**src/rtl/scan_cfg_loader.sv**
```systemverilog
// ---------------------------------------------------------------------------
// scan_cfg_loader
//
// Purpose:
//   Transmit end of the fabric configuration scan chains. Configuration
//   bytes arrive on a valid/ready stream. Each byte is serialized MSB-first,
//   first onto the CLB chain and then onto the connection chain. The block
//   also generates the registered scan clock and the per-chain shift
//   enables. Each bit takes two clk cycles: an L phase with scan_clk low and
//   data presented, then an H phase with scan_clk high.
//
// Ports:
//   i_clk            system clock, rising edge
//   i_rst_n          asynchronous active-low reset
//   i_start          one-cycle load request (ignored while busy)
//   o_busy           load in progress
//   o_done           one-cycle pulse when both chains are loaded
//   i_cfg_data       configuration byte, bit 7 shifted first
//   i_cfg_valid      i_cfg_data is valid
//   o_cfg_ready      loader can take a byte this cycle
//   o_scan_clk       registered scan clock to the fabric
//   o_clb_scan_in    serial data into the CLB chain
//   o_clb_scan_en    CLB chain shift enable
//   o_conn_scan_in   serial data into the connection chain
//   o_conn_scan_en   connection chain shift enable
//   i_clb_scan_out   CLB chain tail (readback only)
//   i_conn_scan_out  connection chain tail (readback only)
//   o_readback_crc   CRC-16-CCITT of shifted-out bits
//
// Build option:
//   SCAN_READBACK_EN  when defined, each scan_clk rise folds the active
//                     chain's tail bit into o_readback_crc (poly 0x1021,
//                     MSB-first, seeded 0xFFFF on an accepted start).
//                     Otherwise o_readback_crc is tied to 0.
// ---------------------------------------------------------------------------
module scan_cfg_loader #(
    parameter int CLB_CHAIN_LEN  = 64,
    parameter int CONN_CHAIN_LEN = 256,
    parameter int CNT_W          = 16
) (
    input  logic        i_clk,
    input  logic        i_rst_n,
    input  logic        i_start,
    output logic        o_busy,
    output logic        o_done,
    input  logic [7:0]  i_cfg_data,
    input  logic        i_cfg_valid,
    output logic        o_cfg_ready,
    output logic        o_scan_clk,
    output logic        o_clb_scan_in,
    output logic        o_clb_scan_en,
    output logic        o_conn_scan_in,
    output logic        o_conn_scan_en,
    input  logic        i_clb_scan_out,
    input  logic        i_conn_scan_out,
    output logic [15:0] o_readback_crc
);

    typedef enum logic [1:0] {
        S_IDLE,
        S_CLB_SHIFT,
        S_CONN_SHIFT,
        S_FINISH
    } state_t;

    localparam logic [CNT_W-1:0] CLB_LEN_C  = CNT_W'(CLB_CHAIN_LEN);
    localparam logic [CNT_W-1:0] CONN_LEN_C = CNT_W'(CONN_CHAIN_LEN);
    localparam logic [CNT_W-1:0] CNT_ONE_C  = CNT_W'(1);

    state_t           r_state;
    logic [7:0]       r_buf;
    logic [3:0]       r_buf_cnt;
    logic [CNT_W-1:0] r_bit_cnt;
    logic             r_busy;
    logic             r_done;
    logic             r_scan_clk;
    logic             r_clb_si;
    logic             r_clb_en;
    logic             r_conn_si;
    logic             r_conn_en;

    logic w_in_shift;
    logic w_is_clb;
    logic w_take;
    logic w_chain_end;

    assign w_in_shift  = (r_state == S_CLB_SHIFT) || (r_state == S_CONN_SHIFT);
    assign w_is_clb    = (r_state == S_CLB_SHIFT);
    // A byte is only taken between bits, so the H phase never sees the
    // buffer change under it.
    assign o_cfg_ready = w_in_shift && (r_buf_cnt == 4'd0) && !r_scan_clk;
    assign w_take      = o_cfg_ready && i_cfg_valid;
    assign w_chain_end = (r_bit_cnt == CNT_ONE_C);

`ifdef SCAN_READBACK_EN
    logic [15:0] r_crc;
    logic        w_tail_bit;
    logic        w_crc_fb;
    logic [15:0] w_crc_next;

    assign w_tail_bit     = w_is_clb ? i_clb_scan_out : i_conn_scan_out;
    assign w_crc_fb       = r_crc[15] ^ w_tail_bit;
    assign w_crc_next     = {r_crc[14:0], 1'b0} ^ (w_crc_fb ? 16'h1021 : 16'h0000);
    assign o_readback_crc = r_crc;
`else
    // Tail inputs only matter for readback; keep them referenced.
    logic w_unused_tail;
    assign w_unused_tail  = i_clb_scan_out ^ i_conn_scan_out;
    assign o_readback_crc = 16'h0000;
`endif

    always_ff @(posedge i_clk or negedge i_rst_n) begin
        if (!i_rst_n) begin
            r_state    <= S_IDLE;
            r_buf      <= 8'h00;
            r_buf_cnt  <= 4'd0;
            r_bit_cnt  <= '0;
            r_busy     <= 1'b0;
            r_done     <= 1'b0;
            r_scan_clk <= 1'b0;
            r_clb_si   <= 1'b0;
            r_clb_en   <= 1'b0;
            r_conn_si  <= 1'b0;
            r_conn_en  <= 1'b0;
`ifdef SCAN_READBACK_EN
            r_crc      <= 16'h0000;
`endif
        end else begin
            r_done <= 1'b0;
            case (r_state)
                S_IDLE: begin
                    if (i_start) begin
                        r_state   <= S_CLB_SHIFT;
                        r_busy    <= 1'b1;
                        r_clb_en  <= 1'b1;
                        r_bit_cnt <= CLB_LEN_C;
`ifdef SCAN_READBACK_EN
                        r_crc     <= 16'hFFFF;
`endif
                    end
                end

                S_CLB_SHIFT, S_CONN_SHIFT: begin
                    if (r_scan_clk) begin
                        // Falling scan_clk: bit is consumed by the fabric.
                        r_scan_clk <= 1'b0;
                        if (w_chain_end) begin
                            // Leftover bits of the byte are dropped so the
                            // next chain starts on a fresh byte.
                            r_buf     <= 8'h00;
                            r_buf_cnt <= 4'd0;
                            r_clb_si  <= 1'b0;
                            r_conn_si <= 1'b0;
                            if (w_is_clb) begin
                                r_state   <= S_CONN_SHIFT;
                                r_bit_cnt <= CONN_LEN_C;
                                r_clb_en  <= 1'b0;
                                r_conn_en <= 1'b1;
                            end else begin
                                r_state   <= S_FINISH;
                                r_bit_cnt <= '0;
                                r_conn_en <= 1'b0;
                                r_done    <= 1'b1;
                            end
                        end else begin
                            r_buf     <= {r_buf[6:0], 1'b0};
                            r_buf_cnt <= r_buf_cnt - 4'd1;
                            r_bit_cnt <= r_bit_cnt - CNT_ONE_C;
                            // buf[6] becomes the new MSB; it is already 0
                            // once the last bit of the byte has gone out.
                            r_clb_si  <= w_is_clb & r_buf[6];
                            r_conn_si <= !w_is_clb & r_buf[6];
                        end
                    end else if (r_buf_cnt != 4'd0) begin
                        // L phase done, raise scan_clk for the fabric capture.
                        r_scan_clk <= 1'b1;
`ifdef SCAN_READBACK_EN
                        r_crc      <= w_crc_next;
`endif
                    end else if (w_take) begin
                        r_buf     <= i_cfg_data;
                        r_buf_cnt <= 4'd8;
                        r_clb_si  <= w_is_clb & i_cfg_data[7];
                        r_conn_si <= !w_is_clb & i_cfg_data[7];
                    end
                end

                S_FINISH: begin
                    r_state <= S_IDLE;
                    r_busy  <= 1'b0;
                end

                default: begin
                    r_state <= S_IDLE;
                    r_busy  <= 1'b0;
                end
            endcase
        end
    end

    assign o_busy         = r_busy;
    assign o_done         = r_done;
    assign o_scan_clk     = r_scan_clk;
    assign o_clb_scan_in  = r_clb_si;
    assign o_clb_scan_en  = r_clb_en;
    assign o_conn_scan_in = r_conn_si;
    assign o_conn_scan_en = r_conn_en;

endmodule

```
**config.mk**
```make
export PLATFORM = sky130hd
export DESIGN_NAME = scan_cfg_loader
export DESIGN_NICKNAME = d
export VERILOG_FILES = /design/src/rtl/scan_cfg_loader.sv
export SDC_FILE = /design/constraint.sdc
export NUM_CORES = 1
export LEC_CHECK = 0
export CAP_MARGIN = 20
export CORE_MARGIN = 2
export CORE_UTILIZATION = 45
export DETAILED_ROUTE_END_ITERATION = 8
export PLACE_DENSITY = 0.71
export SYNTH_ARGS = -nofsm -noshare
export SYNTH_HDL_FRONTEND = slang
export SYNTH_SLANG_ARGS = --single-unit
```
**constraint.sdc**
```tcl
create_clock -name i_clk -period 2.4 [get_ports i_clk]
set_input_delay 0.72 -clock i_clk [delete_from_list [all_inputs] [get_ports i_clk]]
set_output_delay 0.72 -clock i_clk [all_outputs]
set_load 0.02 [all_outputs]
```
Yosys cells after proc, flatten, opt, wreduce, memory -nomap -nowiden
Index checks and enable logic that the tools add are counted.
- flip-flop bits (word level): 36
- add/subtract/negate cells: 2
- equal/unequal tests: 9
- muxes and demuxes: 39
- bitwise logic cells: 4
- reductions and logical operators: 19
- operators with widths (operator ; count):
    $mux W16 ; 3
    $pmux W16 S2 ; 1
    $mux W7 ; 4
    $mux W1 ; 20
    $eq A16 B1 Y1 const B ; 1
    $mux W4 ; 4
    $sub A16 B1 Y16 const B ; 1
    $reduce_and A3 Y1 ; 4
    $ne A2 B2 Y1 const B ; 5
    $mux W9 ; 1
    $mux W2 ; 3
    $pmux W2 S3 ; 1
    $reduce_bool A2 Y1 ; 3
    $reduce_and A5 Y1 ; 1
    $and A1 B1 Y1 ; 4
    $eq A2 B2 Y1 const B ; 2
    $logic_not A4 Y1 ; 1
    $pmux W1 S2 ; 2
    $reduce_bool A4 Y1 ; 1
    $sub A4 B1 Y4 const B ; 1
    $logic_and A1 B1 Y1 ; 3
    $eq A2 B1 Y1 const B ; 1
    $logic_not A1 Y1 ; 2
    $logic_not A2 Y1 ; 1
    other kinds (3) ; 3

Depth between registers and ports, before layout
- depth in word-level cells: 8
- gate-level depth with buffers: 10

Least setup slack after synthesis
No wires, ideal clock.
- path kind: reg-to-reg
- from: register r_bit_cnt[1]
- to: register r_bit_cnt[9]
- library setup time: 0.118 ns
- arrival time: 2.079 ns
- required time: 2.282 ns
- setup slack: 0.203 ns
- stages on the path, launching flop included: 10
- buffers on the path: 2
- cell sequence: dfrtp_1 > inv_1 > ha_1 > or4b_1 > or4_1 > buf_6 > nand2_4 > buf_6 > nor3_1 > a21o_1
- cells in the longest elaborated chain, start to end: 4
- RTL lines (element ; RTL line ; text):
    start, declared ; 73 ; logic [CNT_W-1:0] r_bit_cnt;
    start signal, assigned ; 168 ; r_bit_cnt <= r_bit_cnt - CNT_ONE_C;
    $sub A16 B1 Y16 or $eq A16 B1 Y1 (tied branches) ; 168, 93 ;
    $mux W16 (*) ; 147 ; if (w_chain_end) begin
    $mux W16 (*) ; 144 ; if (r_scan_clk) begin
    $pmux W16 S2 (*) ; 130 ; case (r_state)
Mark *: on every way between the ends. The rest lies on a longest branch, timed or not. The select of a mux whose other input is x is not followed.
A chain may end at the register's enable or synchronous reset.

Final worst setup path
- from: register r_bit_cnt[1]
- to: register r_bit_cnt[3]
The elaborated chain is that of the path after synthesis.

==> impl_metrics.tcl <==
set metrics [dict create \
    status "finished clean" \
    fin_setup_tns_ps 0 \
    nets 293 \
    path_max_fanout 17 \
    syn2layout_area_growth_pct 20.2 \
    cts_root_buf "clkbuf_8" \
    worstHoldStart "o_clb_scan_in" \
    drcViolationCount 0 \
    synth.avg_cell_area_um2 8.92 \
    gr-usage-all-layers_pct 18.4 \
    cts_hold_repair.buffers 0 \
    cap_violations 0 \
    worstMarginPinSlew_ps 519 \
    p_leak_uw 0.00113 \
    htreeDepth 2 \
    synth-warning-count 0 \
    final_area_um2 2530 \
    drt_first_pass_iters 4 \
    viasPerCell 5.30 \
    crit_type "reg -> reg" \
    numCtsBuffers 5 \
    setup_viol 0 \
    start_util_pct 47.4 \
    r2r_setup_slack_ps 130 \
    placed_cell_area_um2 2390 \
    endpoint_kind "flop" \
    grt_pass1_wl_mm 7.43 \
    drtIter0Drc 108 \
    r2r-start "r_bit_cnt[1]" \
    whs_path_depth 2 \
    synth_edf_count 0 \
    synth.distinct_cells 45 \
    cp-start-kind "flop" \
    final_util_pct 57.0 \
    drive_above_1_share_pct 14.2 \
    die_h_um 72.4 \
    num_io_pins 38 \
    r2r_cells 8 \
    io_buffers 19 \
    holdPathEnd "o_clb_scan_in" \
    power.density_nw_per_um2 1040 \
    rows 24 \
    num_vias 1729 \
    clock_latency_ps 290 \
    grt_pass1_vias 1620 \
    fmax_mhz 440 \
    die_w_um 72.4 \
    slew_headroom_pct 65.1 \
    synthArstFlopShare_pct 100 \
    place_ws_ps 45.4 \
    ys_seq_area_share_pct 42.8 \
    required_ps 2580 \
    wirelength_mm 4.41 \
    cts_tree "yes" \
    finalClockSkew_ps 6.40 \
    cts_sinks 36 \
    cts_buffer_depth 2 \
    netlist_area_um2 2110 \
    dp_hpwl_mm 3.05 \
    core-area_um2 4440 \
    ys.flop_type "dfrtp_1" \
    synthCells 236 \
    final_antenna_net_count 0 \
    whs_ps 480 \
    antennaDiodeCount 0 \
    finalHoldViolCount 0 \
    setup_ws_ps 128 \
    rsz0062_at_grt "false" \
    cp.arrival_ps 2450 \
    yosysTopAreaCell "dfrtp_1" \
    synthDominantCellAreaShare_pct 42.8 \
    hp-class "reg -> reg" \
    ys_ff_latch 36 \
    clk_pin_slew_ps 80 \
    gp_congestion 0.813 \
    vdd_drop_max_mv 0.430 \
    wl_per_cell_um 13.5 \
    fin_crit_sh_pct 94.7 \
    gr-total-overflow 0 \
    grt_start_max_net_pins 37 \
    synthTopCellsByArea "dfrtp_1 (43%), buf_4 (5.7%), o21ai_0 (4.3%)" \
    drv_slew 0 \
    die_area_um2 5240 \
    antenna_found_initial 0 \
    reg2reg_to "r_bit_cnt[3]" \
    period_needed_ps 2270 \
]
## flip-flops by register name (all words and copies together) (netlist names)
signal and flops:
o_clb_scan_in 1, r_bit_cnt 16, o_clb_scan_en 1, r_buf 7, o_busy 1, o_conn_scan_in 1, r_state 2, o_scan_clk 1
o_conn_scan_en 1, o_done 1, r_buf_cnt 4
## cells in the mapped netlist, types with 2 or more instances
master,instances
dfrtp_1,36
nand2_1,23
o21ai_0,18
buf_4,16
nor2_1,15
a31oi_1,13
inv_1,11
a21oi_1,10
clkbuf_1,8
nor2b_1,8
nor3_1,8
o21ai_1,7
ha_1,6
o31ai_1,6
nand2b_1,5
or4_1,4
buf_6,3
mux2i_1,3
nand3_1,3
o22ai_1,3
or3_1,3
a21o_1,2
and3_1,2
nor3b_1,2
## worst max path at each step
stage / from / endpoint / slack, ps / depth (start not counted)
floorplan: r_bit_cnt[1] / r_bit_cnt[9] / 200 / 9
global placement: r_buf_cnt[0] / o_cfg_ready / 70 / 5
detailed placement: r_bit_cnt[1] / r_bit_cnt[9] / 50 / 8
CTS: r_buf_cnt[0] / o_cfg_ready / 20 / 5
global route: r_bit_cnt[1] / r_bit_cnt[3] / 0.2 / 8
finish: r_bit_cnt[1] / r_bit_cnt[3] / 130 / 8
## final cells by class
class	instances	area, µm²
Clock buffer	5	68.8
Clock inverter	3	42.5
Fill cell	407	1910
Inverter	11	41.3
Multi-Input combinational cell	176	1040
Sequential cell	36	901
Tap cell	52	65.1
Timing Repair Buffer	43	369
## metal layers
metal	part of all wire (%)	vias to the layer above	track usage [%]
met3	3.9	6	3.61
li1	-	884	-
met5	0	-	0
met4	1.2	0	9.88
met2	47	28	29.1
met1	47	811	24.0
## critical path, cell delays in order (launching register included)
cell and delay (ps):
dfrtp_1 400, inv_2 80, ha_1 130, or4b_4 460
or4_1 510, buf_6 190, and3_1 160, o21ai_0 130
o31ai_1 90
## where the power goes
part / switching [µW] / internal [µW]
Clock: 227 / 307
Combinational: 672 / 516
Sequential: 130 / 775
## layout by cell type (no fill, tap or decap), types with 10 or more instances in the layout
cell type,n
nor2_1,15
nand2_1,23
a31oi_1,13
dfrtp_1,36
clkdlybuf4s50_1,18
inv_1,10
conb_1,16
o21ai_0,18
a21oi_1,10
buf_4,23
## kinds of logic (layout without fill, tap and decap cells)
family          count (synthesis)  after routing  synth area share (%)
simple gates                   81             81                  20.7
compound gates                 69             69                  20.0
buf+inv                        39             62                  10.9
flops                          36             36                  42.8
fa+ha+maj                       6              6                  3.56
mux                             3              3                  1.43
other cells                     1             16                 0.178
xor+xnor                        1              1                 0.416
## through the flow
stage | power [µW] | cells
after detailed placement | 2080 | 315
final | 2630 | 326
after global routing | 2850 | 326
after floorplan | 1690 | 251
after global placement | 2050 | 315
after CTS | 2630 | 323
## what timing repair did
item                                    in CTS  in global routing
setup buffers                                0                  3
endpoints found under the setup margin       1                  9
gates resized for setup                      2                  5
pin swaps                                    0                  1
gates cloned                                 0                  0
Power figures use the tool's default switching activity.
